==> config.mk <==
export PLATFORM = sky130hd
export DESIGN_NAME = sonar_driver
export DESIGN_NICKNAME = d
export VERILOG_FILES = /design/src/rtl/echo_pkg.sv /design/src/rtl/sync_2ff.sv /design/src/rtl/sonar_driver.sv
export SDC_FILE = /design/constraint.sdc
export NUM_CORES = 1
export LEC_CHECK = 0
export CAP_MARGIN = 15
export CORE_UTILIZATION = 40
export CTS_CLUSTER_SIZE = 24
export DETAILED_ROUTE_END_ITERATION = 10
export GPL_TIMING_DRIVEN = 0
export PLACE_DENSITY = 0.61
export SETUP_SLACK_MARGIN = 0.5
export SLEW_MARGIN = 5
export SYNTH_ARGS = -nofsm -noshare
export SYNTH_HDL_FRONTEND = slang
export SYNTH_SLANG_ARGS = --single-unit
==> constraint.sdc <==
create_clock -name clk -period 2.3 [get_ports clk]
set_clock_uncertainty 0.05 [all_clocks]
set_input_delay 0.46 -clock clk [delete_from_list [all_inputs] [get_ports clk]]
set_output_delay 0.46 -clock clk [all_outputs]
set_load 0.02 [all_outputs]
==> src/rtl/echo_pkg.sv <==
// Shared types and 50 MHz timing defaults for the Echo module drivers
// (sonar ranger and servo).
package echo_pkg;

  typedef enum logic [2:0] {
    IDLE,
    TRIG,
    WAIT_RISE,
    MEASURE,
    DONE,
    HOLDOFF
  } sonar_state_t;

  localparam logic [7:0] DIST_INVALID = 8'hFF;

  localparam int DEF_TRIG_CYCLES    = 500;
  localparam int DEF_CLKS_PER_UNIT  = 2900;
  localparam int DEF_RISE_TIMEOUT   = 1_500_000;
  localparam int DEF_HOLDOFF_CYCLES = 3_000_000;

  function automatic int max3(input int a, input int b, input int c);
    int m;
    m = (a > b) ? a : b;
    return (m > c) ? m : c;
  endfunction

endpackage

==> src/rtl/sync_2ff.sv <==
// Generic two-flop synchroniser for a single asynchronous input bit.
module sync_2ff (
  input  logic clk,
  input  logic rst_n,
  input  logic d,
  output logic q
);

  logic meta;

  always_ff @(posedge clk or negedge rst_n) begin
    if (!rst_n) begin
      meta <= 1'b0;
      q    <= 1'b0;
    end else begin
      meta <= d;
      q    <= meta;
    end
  end

endmodule

==> src/rtl/sonar_driver.sv <==
// HC-SR04 ranger driver: trigger pulse, echo width timing, 8-bit distance code.
// Optional SONAR_FILTER_EN averages each new result with the previous distance.
module sonar_driver
  import echo_pkg::*;
#(
  parameter int TRIG_CYCLES    = DEF_TRIG_CYCLES,
  parameter int CLKS_PER_UNIT  = DEF_CLKS_PER_UNIT,
  parameter int RISE_TIMEOUT   = DEF_RISE_TIMEOUT,
  parameter int HOLDOFF_CYCLES = DEF_HOLDOFF_CYCLES
) (
  input  logic       clk,
  input  logic       rst_n,
  input  logic       measure,
  input  logic       echo,
  output logic       trig,
  output logic       ready,
  output logic [7:0] distance,
  output logic       busy
);

  localparam int CNT_W = $clog2(max3(TRIG_CYCLES, RISE_TIMEOUT, HOLDOFF_CYCLES));
  localparam int PRE_W = $clog2(CLKS_PER_UNIT);

  sonar_state_t     state, state_nx;
  logic [CNT_W-1:0] cnt, cnt_nx;
  logic [PRE_W-1:0] presc, presc_nx;
  logic [7:0]       units, units_nx;
  logic [7:0]       result, dist_new;
  logic             pending, pending_nx;
  logic             echo_s;

  sync_2ff u_echo_sync (
    .clk   (clk),
    .rst_n (rst_n),
    .d     (echo),
    .q     (echo_s)
  );

  always_comb begin
    state_nx   = state;
    cnt_nx     = cnt;
    presc_nx   = presc;
    units_nx   = units;
    pending_nx = pending;
    result     = units;
    case (state)
      IDLE: begin
        if (measure) begin
          state_nx = TRIG;
          cnt_nx   = '0;
        end
      end
      TRIG: begin
        if (cnt == CNT_W'(TRIG_CYCLES - 1)) begin
          state_nx = WAIT_RISE;
          cnt_nx   = '0;
        end else begin
          cnt_nx = cnt + CNT_W'(1);
        end
      end
      WAIT_RISE: begin
        if (echo_s) begin
          // The rise cycle itself is echo-high time, so it is counted here
          // (prescaler starts at 1); assumes CLKS_PER_UNIT >= 2.
          state_nx = MEASURE;
          presc_nx = PRE_W'(1);
          units_nx = '0;
          cnt_nx   = '0;
        end else if (cnt == CNT_W'(RISE_TIMEOUT - 1)) begin
          state_nx = DONE;
          result   = DIST_INVALID;
        end else begin
          cnt_nx = cnt + CNT_W'(1);
        end
      end
      MEASURE: begin
        if (!echo_s) begin
          state_nx = DONE;
        end else begin
          // Once saturated, the shared counter times how long echo stays stuck.
          if (units == DIST_INVALID) begin
            if (cnt == CNT_W'(RISE_TIMEOUT - 1)) begin
              state_nx = DONE;
              result   = DIST_INVALID;
            end else begin
              cnt_nx = cnt + CNT_W'(1);
            end
          end
          if (presc == PRE_W'(CLKS_PER_UNIT - 1)) begin
            presc_nx = '0;
            if (units != DIST_INVALID) units_nx = units + 8'd1;
          end else begin
            presc_nx = presc + PRE_W'(1);
          end
        end
      end
      DONE: begin
        state_nx = HOLDOFF;
        cnt_nx   = '0;
      end
      HOLDOFF: begin
        if (cnt == CNT_W'(HOLDOFF_CYCLES - 1)) begin
          cnt_nx = '0;
          if (pending || measure) begin
            state_nx   = TRIG;
            pending_nx = 1'b0;
          end else begin
            state_nx = IDLE;
          end
        end else begin
          cnt_nx = cnt + CNT_W'(1);
          if (measure) pending_nx = 1'b1;
        end
      end
      default: state_nx = IDLE;
    endcase
  end

`ifdef SONAR_FILTER_EN
  logic       first_done;
  logic [8:0] avg_sum;

  always_comb begin
    avg_sum = {1'b0, distance} + {1'b0, result} + 9'd1;
    if (!first_done || result == DIST_INVALID) dist_new = result;
    else dist_new = avg_sum[8:1];
  end

  always_ff @(posedge clk or negedge rst_n) begin
    if (!rst_n) first_done <= 1'b0;
    else if (state_nx == DONE) first_done <= 1'b1;
  end
`else
  assign dist_new = result;
`endif

  // Outputs are registered from next-state so trig reaches the sensor glitch-free.
  always_ff @(posedge clk or negedge rst_n) begin
    if (!rst_n) begin
      state    <= IDLE;
      cnt      <= '0;
      presc    <= '0;
      units    <= '0;
      pending  <= 1'b0;
      trig     <= 1'b0;
      ready    <= 1'b0;
      busy     <= 1'b0;
      distance <= 8'h00;
    end else begin
      state   <= state_nx;
      cnt     <= cnt_nx;
      presc   <= presc_nx;
      units   <= units_nx;
      pending <= pending_nx;
      trig    <= (state_nx == TRIG);
      ready   <= (state_nx == DONE);
      busy    <= (state_nx != IDLE);
      if (state_nx == DONE) distance <= dist_new;
    end
  end

endmodule

Yosys cells after proc, flatten, opt, wreduce, memory -nomap -nowiden:

Index checks and enable logic that the tools add are counted.

* register bits: 59
* bits of input ports: 4
* output and inout bits: 11

* add/sub/neg operators: 3
* equal/unequal tests: 20
* mux-type cells: 34
* reduce and logical (&&, ||, !) cells: 10

Operators by type and width (count)
* $mux W22: 7
* $pmux W22 S6: 1
* $mux W8: 8
* $mux W12: 3
* $pmux W8 S2: 2
* $pmux W12 S2: 1
* $add A22 B1 Y22 const B: 1
* $eq A22 B21 Y1 const B: 1
* $eq A22 B22 Y1 const B: 1
* $eq A22 B9 Y1 const B: 1
* $mux W3: 7
* $pmux W3 S6: 1
* $add A12 B1 Y12 const B: 1
* $eq A12 B12 Y1 const B: 1
* $eq A3 B3 Y1 const B: 3
* $add A8 B1 Y8 const B: 1
* $eq A8 B8 Y1 const B: 1
* $ne A2 B2 Y1 const B: 4
* $ne A8 B8 Y1 const B: 1
* $eq A3 B1 Y1 const B: 2
* $eq A3 B2 Y1 const B: 2
* $ne A2 B1 Y1 const B: 3
* $reduce_and A3 Y1: 2
* $reduce_bool A6 Y1: 1
* 7 further kinds: 11

Longest topological paths before layout:

* depth in word-level cells: 6
* mapped depth: 8
* depth with buffers taken out: 6

Cells and area by module:

From an unflattened synthesis, not the netlist that was laid out.

* cell total of the unflattened synthesis: 356
* area, all modules: 3288.2 µm²

By module, submodules not included
* sonar_driver: times used 1, cells each 354, area each 3238.1 µm², sequential area each 1426.4 µm²
* sync_2ff: times used 1, cells each 2, area each 50.0 µm², sequential area each 50.0 µm²

Worst setup path before layout:

No wires, ideal clock.

* path type: reg-to-reg
* start point: reg cnt[6]
* end point: reg cnt[18]
* setup time: 0.133 ns
* arrival time: 2.181 ns
* data required time: 2.117 ns
* slack: -0.064 ns
* cell stages (with the launch flop): 8
* clock period less this slack: 2.364 ns
* cells stage by stage: dfrtp_1 -> buf_6 -> or4b_4 -> nor4_1 -> a21oi_1 -> nor4_4 -> buf_6 -> o32ai_2

* cells in the longest elaborated chain, start to end: 5
* elaborated cells on any way between the ends: 11
* those cells by class: add/sub: 1; eq/ne: 3; mux: 7

Ends and longest elaborated chain
* start: declaration: RTL line sonar_driver.sv:25 `logic [CNT_W-1:0] cnt, cnt_nx;`
* start signal: assignment: RTL line sonar_driver.sv:151 `cnt <= cnt_nx;`
* $add A22 B1 Y22 / $eq A22 B21 Y1 (equally long branches)
* $mux W22: RTL line sonar_driver.sv:69, sonar_driver.sv:82
* $mux W22: RTL line sonar_driver.sv:81 `if (units == DIST_INVALID) begin`
* $mux W22: RTL line sonar_driver.sv:77 `if (!echo_s) begin`
* $pmux W22 S6 (*): RTL line sonar_driver.sv:46 `case (state)`

Every way passes the cells marked *; elsewhere a longest branch is shown, timed or not. The select of a mux whose other input is x is not followed.
A chain may end at the register's enable or synchronous reset.

Worst setup path after layout:

* start point: reg cnt[6]
* end point: reg busy

* cells in the longest elaborated chain, start to end: 6
* elaborated cells on any way between the ends: 11
* those cells by class: eq/ne: 3; mux: 7; reduce/logical: 1

Ends and longest elaborated chain
* $eq A22 B21 Y1: RTL line sonar_driver.sv:69, sonar_driver.sv:82
* $mux W3: RTL line sonar_driver.sv:69, sonar_driver.sv:82
* $mux W3: RTL line sonar_driver.sv:81
* $mux W3: RTL line sonar_driver.sv:77
* $pmux W3 S6 (*): RTL line sonar_driver.sv:46
* named net state_nx[2]: RTL line sonar_driver.sv:24 `sonar_state_t state, state_nx;`
* $reduce_bool A3 Y1 (*): RTL line sonar_driver.sv:157 `busy <= (state_nx != IDLE);`
* end signal: assignment: RTL line sonar_driver.sv:157
* end: declaration: RTL line sonar_driver.sv:18 `output logic busy`

Mark *: on every way through the listed nets, which the timed path passes. The rest lies on a longest branch.

==> metrics.cfg <==
[cells_and_area]
nets=431
fillCellCount=696
area_growth_pct=43.7
final_common_cell=dfrtp_1
final_cell_mix=53 x dfrtp_1, 37 x buf_4, 34 x nor2_1
drive_above_1_share_pct=35.9
antennaDiodeCount=0

[die]
die_h_um=93.7
core_region_area_mm2=0.00818
ios=15
start_util_pct=41.2
die_x_um=93.7
die_area_mm2=0.00879
rows=33

[route]
avgRoutedWirePerCell_um=18.1
wirelength_um=9680
final_antenna_net_count=0
first_pass_iters=5
drc_errors=0
num_vias=3219
drt-initial-drc-count=232
via_per_inst=6.03

[synth]
syn_area_mm2=0.00337
synth_area_per_cell_um2=9.53
seq_area_frac_synth_pct=43.9
synth.distinct_cells=59
synth-seq-cells=59
synth_edf_count=0
syn-num-nets=360
synthArstFlopShare_pct=100
postSynthCellCount=353
synthFlopType=dfrtp_1
yosysWarnings=0

[clock_tree]
clock_sinks=59
htreeDepth=3
cts_max_path_buffers=2
clock_latency_ps=340
clockRootBuffer=clkbuf_8
cts_hold_buffers=0
numCtsBuffers=9
path_clk_slew_ps=70
cts_tree=yes

[pwr]
total_power_mw=2.25
peakVddDrop_mv=0.357
power_density_mw_per_mm2=466
leakagePower_nw=1.97

[worst_setup_path]
critPathCaptureType=flop
cp.arrival_ps=2460
critPathMaxFanout=6
required_ps=2460
worstSetupPathType=flop to flop
worstSetupStartpointType=flop
rrSetupSlack_ps=0.7

[sta]
max_freq_ghz=0.435
post-route-period-util_pct=100
finalSetupViolations=0
finalMaxSlewViolations=0
period_minus_slack_ps=2300
worst_slack_ps=0.736
max_slew.worst_pin.slew_ps=753
rsz0062_at_grt=yes
slew_headroom_pct=49.8
finalHoldViolations=0

[global_routing]
grt_pass1_wl_um=15400
antenna_found_initial=0
overflow=0
grt_use_total_pct=23.0
grt_pass1_vias=2880
grt_max_degree=60

[job]
maxCapViolations=0

[placement]
place_ws_ps=-314
port_buffers=14
hpwl_um=6040
place.gp.congestion=0.878

[run_status]
outcome=finished, final reports clean

[min_path]
hold_path_class=input pin to asynchronous set/reset pin

## what timing repair did
item | 4_1_cts | 5_1_grt
resized for setup | 71 | 44
pin swaps | 23 | 19
endpoints found under the setup margin | 64 | 58
setup buffers | 27 | 16
cloned | 3 | 0
endpoints found under the hold margin | 0 | 0
## cell usage after synthesis, drive strengths merged, types with 6 or more instances
| library cell | instances | share of area [%] |
|---|---|---|
| a211oi | 6 | 1.5 |
| a21oi | 19 | 3.2 |
| a31oi | 7 | 1.3 |
| and3 | 10 | 1.9 |
| and4 | 8 | 2.1 |
| buf | 7 | 2.0 |
| clkbuf | 10 | 1.1 |
| dfrtp | 59 | 44 |
| inv | 8 | 0.89 |
| nand2 | 21 | 2.3 |
| nand3 | 16 | 2.4 |
| nand4 | 11 | 2.2 |
| nor2 | 39 | 4.3 |
| nor3 | 6 | 0.89 |
| nor4 | 16 | 3.4 |
| o21ai | 16 | 2.4 |
| o22a | 7 | 1.9 |
| o31ai | 6 | 1.3 |
| or4 | 6 | 1.4 |
| xnor2 | 9 | 2.3 |
## logic make-up (layout without fill, tap and decap cells)
| logic type | after synthesis | after routing | synth area share [%] |
|---|---|---|---|
| xor+xnor | 14 | 14 | 3.64 |
| buf+inv | 25 | 100 | 4.05 |
| compound gates | 86 | 86 | 18.1 |
| fa+ha+maj | 3 | 3 | 1.12 |
| flops | 59 | 59 | 43.9 |
| mux | 4 | 4 | 1.23 |
| simple gates | 162 | 163 | 28.0 |
## power by group
group | switching, mW | leakage, nW | internal [mW]
registers | 0.000890 | 0.750 | 1.04
logic | 0.0249 | 1.10 | 0.00660
clock network | 0.453 | 0.120 | 0.729
total | 0.479 | 1.97 | 1.77
## layer usage
layer / track usage (%) / share of wire (%) / up-vias
li1: - / - / 1504
met1: 35.9 / 48 / 1597
met2: 32.7 / 45 / 108
met3: 2.99 / 5.5 / 10
met4: 6.92 / 1.3 / 0
met5: 0 / 0 / -
## stage by stage
stage | instance area, µm² | utilization [%] | hold WS (ps) | cells | TNS, ps
4_1_cts | 4560 | 55.8 | 167 | 518 | 0
2_1_floorplan | 3500 | - | 114 | 353 | 0
3_3_place_gp | 3770 | 46.1 | 282 | 472 | -74720
6_report | 4840 | 59.2 | 131 | 534 | 0
5_1_grt | 4840 | 59.2 | 199 | 534 | -168
3_5_place_dp | 3770 | 46.1 | 286 | 472 | -3430
## critical path: stages (launching register included)
cell       delay, ps
dfrtp_1          370
buf_6            130
or4b_4           500
or4_4            440
o31a_1           250
a31o_1           240
nand4bb_1        180
## state kept, by name, indices dropped and copies added (netlist names)
register / cells
busy: 1
cnt: 22
distance: 8
pending: 1
presc: 12
ready: 1
state: 3
trig: 1
u_echo_sync.meta: 1
u_echo_sync.q: 1
units: 8
## path summary, 6_finish.rpt
kind                                      endpoint  cells after the start                  startpoint
min reg2reg                u_echo_sync.q$_DFF_PN0_                      0  u_echo_sync.meta$_DFF_PN0_
min in group clk           u_echo_sync.q$_DFF_PN0_                      0  u_echo_sync.meta$_DFF_PN0_
max in group asynchronous      cnt[12]$_DFFE_PN0P_                      1                       rst_n
min                            cnt[19]$_DFFE_PN0P_                      1                       rst_n
max reg2reg                         busy$_DFF_PN0_                      6          cnt[6]$_DFFE_PN0P_
max                                 busy$_DFF_PN0_                      6          cnt[6]$_DFFE_PN0P_
## cell type report
cell class / count / area, µm² / share of cell area [%]
buffer: 17 / 169 / 3.49
clock buffer: 9 / 124 / 2.56
clock inverter: 7 / 124 / 2.56
inverter: 8 / 33.8 / 0.698
multi-input combinational: 270 / 2240 / 46.2
sequential: 59 / 1480 / 30.7
tap: 105 / 131 / 2.72
timing repair buffer: 59 / 536 / 11.1
No activity file was read; power rests on OpenSTA's default activity.
